### src/rtl/alu_arb_pkg.sv
// Shared types and constants for the two-requester ALU sharing arbiter.
package alu_arb_pkg;

    localparam int OPCODE_BIT_WIDTH_DFLT = 4;
    localparam int DBITS_DFLT            = 32;

    typedef logic [0:0] req_id_t;

    // Operand-B select encodings; bit 1 forces zero regardless of bit 0
    localparam logic [1:0] MUX_REG  = 2'b00;
    localparam logic [1:0] MUX_IMM  = 2'b01;
    localparam logic [1:0] MUX_ZERO = 2'b10;

endpackage

### src/rtl/alu_arb_rr.sv
// Two-way round-robin picker with next-pointer computation.
// Macro ALU_ARB_FIXED_PRI_EN: requester 0 gets strict priority and the pointer stays at 0.
module alu_arb_rr
    import alu_arb_pkg::*;
(
    input  logic       v0_i,
    input  logic       v1_i,
    input  req_id_t    ptr_i,
    input  logic       accept_i,
    output logic [1:0] allow_o,
    output logic [1:0] grant_o,
    output req_id_t    ptr_nxt_o
);

`ifdef ALU_ARB_FIXED_PRI_EN
    assign allow_o   = {~v0_i, 1'b1};
    // Expression is constant zero; it only keeps the pointer inputs connected
    assign ptr_nxt_o = ptr_i & ~(ptr_i | accept_i);
`else
    // allow_o never looks at the requester's own valid, so ready stays independent of it
    assign allow_o[0] = ~v1_i | (ptr_i == 1'b0);
    assign allow_o[1] = ~v0_i | (ptr_i == 1'b1);
    assign ptr_nxt_o  = accept_i ? ~grant_o[1] : ptr_i;
`endif

    assign grant_o = {v1_i & allow_o[1], v0_i & allow_o[0]};

endmodule

### src/rtl/alu_share_arbiter.sv
// Shares one Execute ALU between two requesters: issue slot -> Execute -> result register.
// Macro ALU_ARB_FIXED_PRI_EN switches arbitration from round-robin to strict requester-0 priority.
module alu_share_arbiter
    import alu_arb_pkg::*;
#(
    parameter int OPCODE_BIT_WIDTH = OPCODE_BIT_WIDTH_DFLT,
    parameter int DBITS            = DBITS_DFLT
) (
    input  logic                        clk,
    input  logic                        rst_n,
    input  logic                        req0_valid,
    output logic                        req0_ready,
    input  logic [OPCODE_BIT_WIDTH-1:0] req0_op,
    input  logic [DBITS-1:0]            req0_a,
    input  logic [DBITS-1:0]            req0_b,
    input  logic [DBITS-1:0]            req0_imm,
    input  logic [1:0]                  req0_mux,
    input  logic                        req1_valid,
    output logic                        req1_ready,
    input  logic [OPCODE_BIT_WIDTH-1:0] req1_op,
    input  logic [DBITS-1:0]            req1_a,
    input  logic [DBITS-1:0]            req1_b,
    input  logic [DBITS-1:0]            req1_imm,
    input  logic [1:0]                  req1_mux,
    output logic                        rsp0_valid,
    input  logic                        rsp0_ready,
    output logic                        rsp1_valid,
    input  logic                        rsp1_ready,
    output logic [DBITS-1:0]            rsp_data,
    output logic                        rsp_cond,
    output logic [DBITS-1:0]            exe_reg1,
    output logic [DBITS-1:0]            exe_reg2,
    output logic [DBITS-1:0]            exe_imm,
    output logic [1:0]                  exe_mux,
    output logic [OPCODE_BIT_WIDTH-1:0] exe_op,
    input  logic [DBITS-1:0]            exe_out,
    input  logic                        exe_cond,
    output logic                        busy
);

    logic                        iss_valid_q, iss_valid_d;
    req_id_t                     iss_owner_q, iss_owner_d;
    logic [OPCODE_BIT_WIDTH-1:0] iss_op_q,    iss_op_d;
    logic [DBITS-1:0]            iss_a_q,     iss_a_d;
    logic [DBITS-1:0]            iss_b_q,     iss_b_d;
    logic [DBITS-1:0]            iss_imm_q,   iss_imm_d;
    logic [1:0]                  iss_mux_q,   iss_mux_d;

    logic                        res_valid_q, res_valid_d;
    req_id_t                     res_owner_q, res_owner_d;
    logic [DBITS-1:0]            res_data_q,  res_data_d;
    logic                        res_cond_q,  res_cond_d;

    req_id_t                     ptr_q, ptr_nxt_s;

    logic                        res_drain_s;
    logic                        iss_adv_s;
    logic                        iss_free_s;
    logic                        accept_s;
    logic [1:0]                  allow_s;
    logic [1:0]                  grant_s;

    assign res_drain_s = res_valid_q & ((res_owner_q == 1'b1) ? rsp1_ready : rsp0_ready);
    assign iss_adv_s   = iss_valid_q & (~res_valid_q | res_drain_s);
    assign iss_free_s  = ~iss_valid_q | iss_adv_s;

    alu_arb_rr u_rr (
        .v0_i      (req0_valid),
        .v1_i      (req1_valid),
        .ptr_i     (ptr_q),
        .accept_i  (accept_s),
        .allow_o   (allow_s),
        .grant_o   (grant_s),
        .ptr_nxt_o (ptr_nxt_s)
    );

    assign req0_ready = iss_free_s & allow_s[0];
    assign req1_ready = iss_free_s & allow_s[1];
    assign accept_s   = iss_free_s & (grant_s[0] | grant_s[1]);

    // Issue slot: load the winner, otherwise empty out (zeroing exe_*) once it advances
    always_comb begin
        iss_valid_d = iss_valid_q;
        iss_owner_d = iss_owner_q;
        iss_op_d    = iss_op_q;
        iss_a_d     = iss_a_q;
        iss_b_d     = iss_b_q;
        iss_imm_d   = iss_imm_q;
        iss_mux_d   = iss_mux_q;
        if (accept_s) begin
            iss_valid_d = 1'b1;
            if (grant_s[1]) begin
                iss_owner_d = 1'b1;
                iss_op_d    = req1_op;
                iss_a_d     = req1_a;
                iss_b_d     = req1_b;
                iss_imm_d   = req1_imm;
                iss_mux_d   = req1_mux;
            end else begin
                iss_owner_d = 1'b0;
                iss_op_d    = req0_op;
                iss_a_d     = req0_a;
                iss_b_d     = req0_b;
                iss_imm_d   = req0_imm;
                iss_mux_d   = req0_mux;
            end
        end else if (iss_adv_s) begin
            iss_valid_d = 1'b0;
            iss_owner_d = 1'b0;
            iss_op_d    = '0;
            iss_a_d     = '0;
            iss_b_d     = '0;
            iss_imm_d   = '0;
            iss_mux_d   = 2'b00;
        end else begin
            iss_valid_d = iss_valid_q;
        end
    end

    // Result register: capture Execute on advance, release on drain, otherwise hold
    always_comb begin
        res_valid_d = res_valid_q;
        res_owner_d = res_owner_q;
        res_data_d  = res_data_q;
        res_cond_d  = res_cond_q;
        if (iss_adv_s) begin
            res_valid_d = 1'b1;
            res_owner_d = iss_owner_q;
            res_data_d  = exe_out;
            res_cond_d  = exe_cond;
        end else if (res_drain_s) begin
            res_valid_d = 1'b0;
        end else begin
            res_valid_d = res_valid_q;
        end
    end

    // State registers; reset discards any in-flight op without a response
    always_ff @(posedge clk or negedge rst_n) begin
        if (!rst_n) begin
            iss_valid_q <= 1'b0;
            iss_owner_q <= 1'b0;
            iss_op_q    <= '0;
            iss_a_q     <= '0;
            iss_b_q     <= '0;
            iss_imm_q   <= '0;
            iss_mux_q   <= 2'b00;
            res_valid_q <= 1'b0;
            res_owner_q <= 1'b0;
            res_data_q  <= '0;
            res_cond_q  <= 1'b0;
            ptr_q       <= 1'b0;
        end else begin
            iss_valid_q <= iss_valid_d;
            iss_owner_q <= iss_owner_d;
            iss_op_q    <= iss_op_d;
            iss_a_q     <= iss_a_d;
            iss_b_q     <= iss_b_d;
            iss_imm_q   <= iss_imm_d;
            iss_mux_q   <= iss_mux_d;
            res_valid_q <= res_valid_d;
            res_owner_q <= res_owner_d;
            res_data_q  <= res_data_d;
            res_cond_q  <= res_cond_d;
            ptr_q       <= ptr_nxt_s;
        end
    end

    assign exe_reg1   = iss_a_q;
    assign exe_reg2   = iss_b_q;
    assign exe_imm    = iss_imm_q;
    assign exe_mux    = iss_mux_q;
    assign exe_op     = iss_op_q;
    assign rsp0_valid = res_valid_q & (res_owner_q == 1'b0);
    assign rsp1_valid = res_valid_q & (res_owner_q == 1'b1);
    assign rsp_data   = res_data_q;
    assign rsp_cond   = res_cond_q;
    assign busy       = iss_valid_q | res_valid_q;

endmodule

### config.mk
export PLATFORM = sky130hd
export DESIGN_NAME = alu_share_arbiter
export DESIGN_NICKNAME = d
export VERILOG_FILES = /design/src/rtl/alu_arb_pkg.sv /design/src/rtl/alu_arb_rr.sv /design/src/rtl/alu_share_arbiter.sv
export SDC_FILE = /design/constraint.sdc
export NUM_CORES = 1
export LEC_CHECK = 0
export BUFFER_PORTS_ARGS = -buffer_cell sky130_fd_sc_hd__buf_2
export CAP_MARGIN = 20
export CORE_AREA = 4 4 149 151
export CTS_CLUSTER_DIAMETER = 100
export DETAILED_ROUTE_END_ITERATION = 7
export DIE_AREA = 0 0 153 155
export PLACE_DENSITY = 0.64
export SLEW_MARGIN = 20
export SYNTH_ARGS = -nofsm -noshare
export SYNTH_HDL_FRONTEND = slang
export SYNTH_HIERARCHICAL = 1
export SYNTH_SLANG_ARGS = --single-unit
export TNS_END_PERCENT = 100
### constraint.sdc
create_clock -name clk -period 2 [get_ports clk]
set_input_delay 0.1 -clock clk [delete_from_list [all_inputs] [get_ports clk]]
set_output_delay 0.1 -clock clk [all_outputs]
set_load 0.05 [all_outputs]
==> flow_summary_export.csv <==
group,metric,value,unit
outcome,outcome,"finished with violations",
setup_path,critPathLaunch,"ptr_q",
sta,hold_viol,1,
logic_synthesis,synthMuxAreaShare,24.00,%
floorplanning,ios,383,
cells_and_area,nFillCells,1746,
floorplanning,num_rows,53,
logic_synthesis,yosysTopAreaCell,"dfrtp_1",
logic_synthesis,syn_nets,689,
logic_synthesis,synth_xor_xnor_area_share,0,%
cts,clk_latency,410,ps
cts,cts_buffer_depth,2,
setup_path,endpoint_kind,"flip-flop",
global_routing,grt_use_total,18.33,%
placed_design,gp_congestion,0.8230,
logic_synthesis,synth_top_family_by_area,"multiplexers",
setup_path,critPathKind,"flip-flop to flip-flop",
cells_and_area,regArea,3505,µm²
logic_synthesis,synth-compound-area-share,15.46,%
logic_synthesis,netlist_instances,446,
cells_and_area,nNetsFinal,1249,
setup_path,crit_path_end,"exe_reg1[3]",
cells_and_area,layout_commonest_cell,"buf_2",
cells_and_area,syn_to_final_growth,75.08,%
placed_design,port_buffers,382,
pwr,powerDensity,1700,nW/µm²
routing,wl_per_cell,17.70,µm
global_routing,grt_max_degree,58,
logic_synthesis,synthSimpleGateAreaFrac,1.456,%
global_routing,gr-total-overflow,0,
routing,drc,0,
floorplanning,fp.dieW,153,µm
routing,drtPass1Iterations,5,
min_path,hold_path_class,"input port to flip-flop",
sta,fin_skew,8.511,ps
cells_and_area,drive_above_1_share,46.95,%
cells_and_area,multi_input_area,2636,µm²
floorplanning,core_area,20820,µm²
sta,slew_headroom,69.65,%
floorplanning,initial_core_util,30.55,%
setup_path,cp.arrival,2220,ps
setup_path,r2r_cells,6,
cts,cts_sinks,140,
routing,drt-vias-per-instance,4.654,
placed_design,dp_hpwl,13870,µm
global_routing,grt_pass1_wl,35150,µm
cts,numCtsBuffers,17,
cts,cts_tree,"built",
routing,detail-route-antenna-nets,0,
routing,routed-via-count,6017,
outcome,violations,"hold timing",
setup_path,r2r_setup_slack,70,ps
logic_synthesis,yosys.area.top_type_share,55.07,%
logic_synthesis,synthAdderAreaFrac,0,%
logic_synthesis,ys_seq_elements,140,
cts,clk_pin_slew,60,ps
logic_synthesis,synth_edf_count,0,
pwr,power,18.94,mW
pwr,vdd_drop_max,1172,µV
setup_path,worstSetupStartpointType,"flip-flop",
cts,cts_root_buffer,"clkbuf_16",
logic_synthesis,yosysWarnings,6,
cells_and_area,num_antenna_cells,0,
sta,finalSetupTns,0,ps
sta,setup_viol_count_final,0,
logic_synthesis,synth_top_flop_cell,"dfrtp_1",
setup_path,crit_required,2290,ps
sta,min_period,1931,ps
logic_synthesis,synthDistinctLibCells,28,
routing,drtIter0Drc,289,
setup_path,regToRegEndpoint,"exe_reg1[3]",
run,cap_violations,0,
setup_path,crit_fanout,12,
global_routing,grt_pass1_vias,6634,
sta,whs,-2.609,ps
pwr,cellLeakagePower,5.556,nW
cts,cts.htree.levels,4,
sta,max_freq,517.9,MHz
logic_synthesis,ys_top_cells_by_area,"dfrtp_1 (55%), mux2i_1 (16%), o2bb2ai_1 (14%)",
cells_and_area,layout_common_cells,"buf_2 (381), dlygate4sd3_1 (176), dfrtp_1 (139)",
logic_synthesis,syn-cell-area,6361,µm²
logic_synthesis,postSynth.asyncResetShare,100.0,%
floorplanning,die-area,23720,µm²
logic_synthesis,yosysSeqAreaShare,55.07,%
global_routing,antenna_found_initial,0,
sta,fin_crit_sh,96.54,%
floorplanning,die_y,155,µm
routing,wirelength,22890,µm
setup_path,timing.rr.start,"ptr_q",
logic_synthesis,synth.avg_cell_area,14.26,µm²
sta,report.final.slew_viol_count,0,
sta,tightest_slew,455.3,ps
[state kept, by name (all words and copies together), names as in the netlist]
| signal | cells |
|---|---|
| exe_imm | 32 |
| exe_mux | 2 |
| exe_op | 4 |
| exe_reg1 | 32 |
| exe_reg2 | 32 |
| iss_owner_q | 1 |
| iss_valid_q | 1 |
| ptr_q | 1 |
| res_owner_q | 1 |
| res_valid_q | 1 |
| rsp_cond | 1 |
| rsp_data | 32 |
[through the flow]
step	cell area, µm²	instances	setup WS [ps]	utilization (%)
global route	11140	1293	-6.086	53.49
floorplan	6361	446	262.9	-
detailed placement	8574	1075	240.2	41.18
CTS	10990	1283	9.966	52.78
finish	11140	1293	69.25	53.49
global placement	8574	1075	277.9	41.18
[metal layers]
| layer | wire length, µm | up-vias | GRT usage [%] |
|---|---|---|---|
| met1 | 9167 | 2870 | 20.71 |
| met5 | 0 | - | 0 |
| met4 | 878 | 0 | 8.146 |
| li1 | - | 2819 | - |
| met2 | 11590 | 265 | 32.67 |
| met3 | 1245 | 63 | 4.812 |
[what timing repair did]
| action | in CTS | in global routing |
|---|---|---|
| resized for setup | 1 | 4 |
| cloned | 0 | 3 |
| hold buffers | 177 | 0 |
| endpoints found under the hold margin | 156 | 0 |
| endpoints found under the setup margin | 2 | 20 |
| buffers inserted | 0 | 8 |
[cell families (layout without fill, tap and decap cells)]
group | Yosys count | count (layout)
DFF | 140 | 140
muxes | 137 | 137
AOI/OAI and AO/OA | 112 | 112
buffers and inverters | 41 | 613
and+or+nand+nor | 16 | 16
[cells in the mapped netlist, types with 2 or more instances]
master / n
inv_1: 2
buf_2: 12
buf_4: 17
mux2i_1: 103
nand2_1: 3
and2_1: 4
clkbuf_1: 5
nor2_1: 3
dfrtp_1: 140
a21o_1: 2
o2bb2ai_1: 102
buf_6: 3
a22o_1: 2
mux2_2: 4
buf_1: 2
mux2_4: 30
[worst min path at each step]
stage	slack, ps	start	cells past startpoint	to
6_report	-3	req1_a[0]	3	exe_reg1[0]
5_1_grt	9	req1_imm[15]	3	exe_imm[15]
4_1_cts	0.9	req0_imm[20]	3	exe_imm[20]
3_5_place_dp	70	rst_n	1	exe_reg1[31]
3_3_place_gp	70	rst_n	1	exe_reg1[11]
2_1_floorplan	-200	rst_n	0	exe_imm[0]
[power breakdown]
group          switching [mW]  leakage, nW  internal [mW]  total, mW
combinational            7.47         3.53           3.07       10.5
clock                    1.22        0.302           2.16       3.38
sequential              0.801         1.73           4.22       5.02
[critical path, stage by stage (launching register included)]
cell           delay (ps)
dfrtp_1               360
nand2b_4              140
and2_4                250
clkbuf_16             220
mux2i_1               210
dlygate4sd3_1         570
o2bb2ai_1              60
[final cells by class]
| class | count | area share, % |
|---|---|---|
| clock buffer | 19 | 4.067 |
| clock inverter | 12 | 1.674 |
| inverter | 2 | 0.06741 |
| multi-input combinational | 265 | 23.67 |
| sequential | 140 | 31.47 |
| tap | 275 | 3.090 |
| timing repair buffer | 580 | 35.96 |
Power figures use the tool's default switching activity.
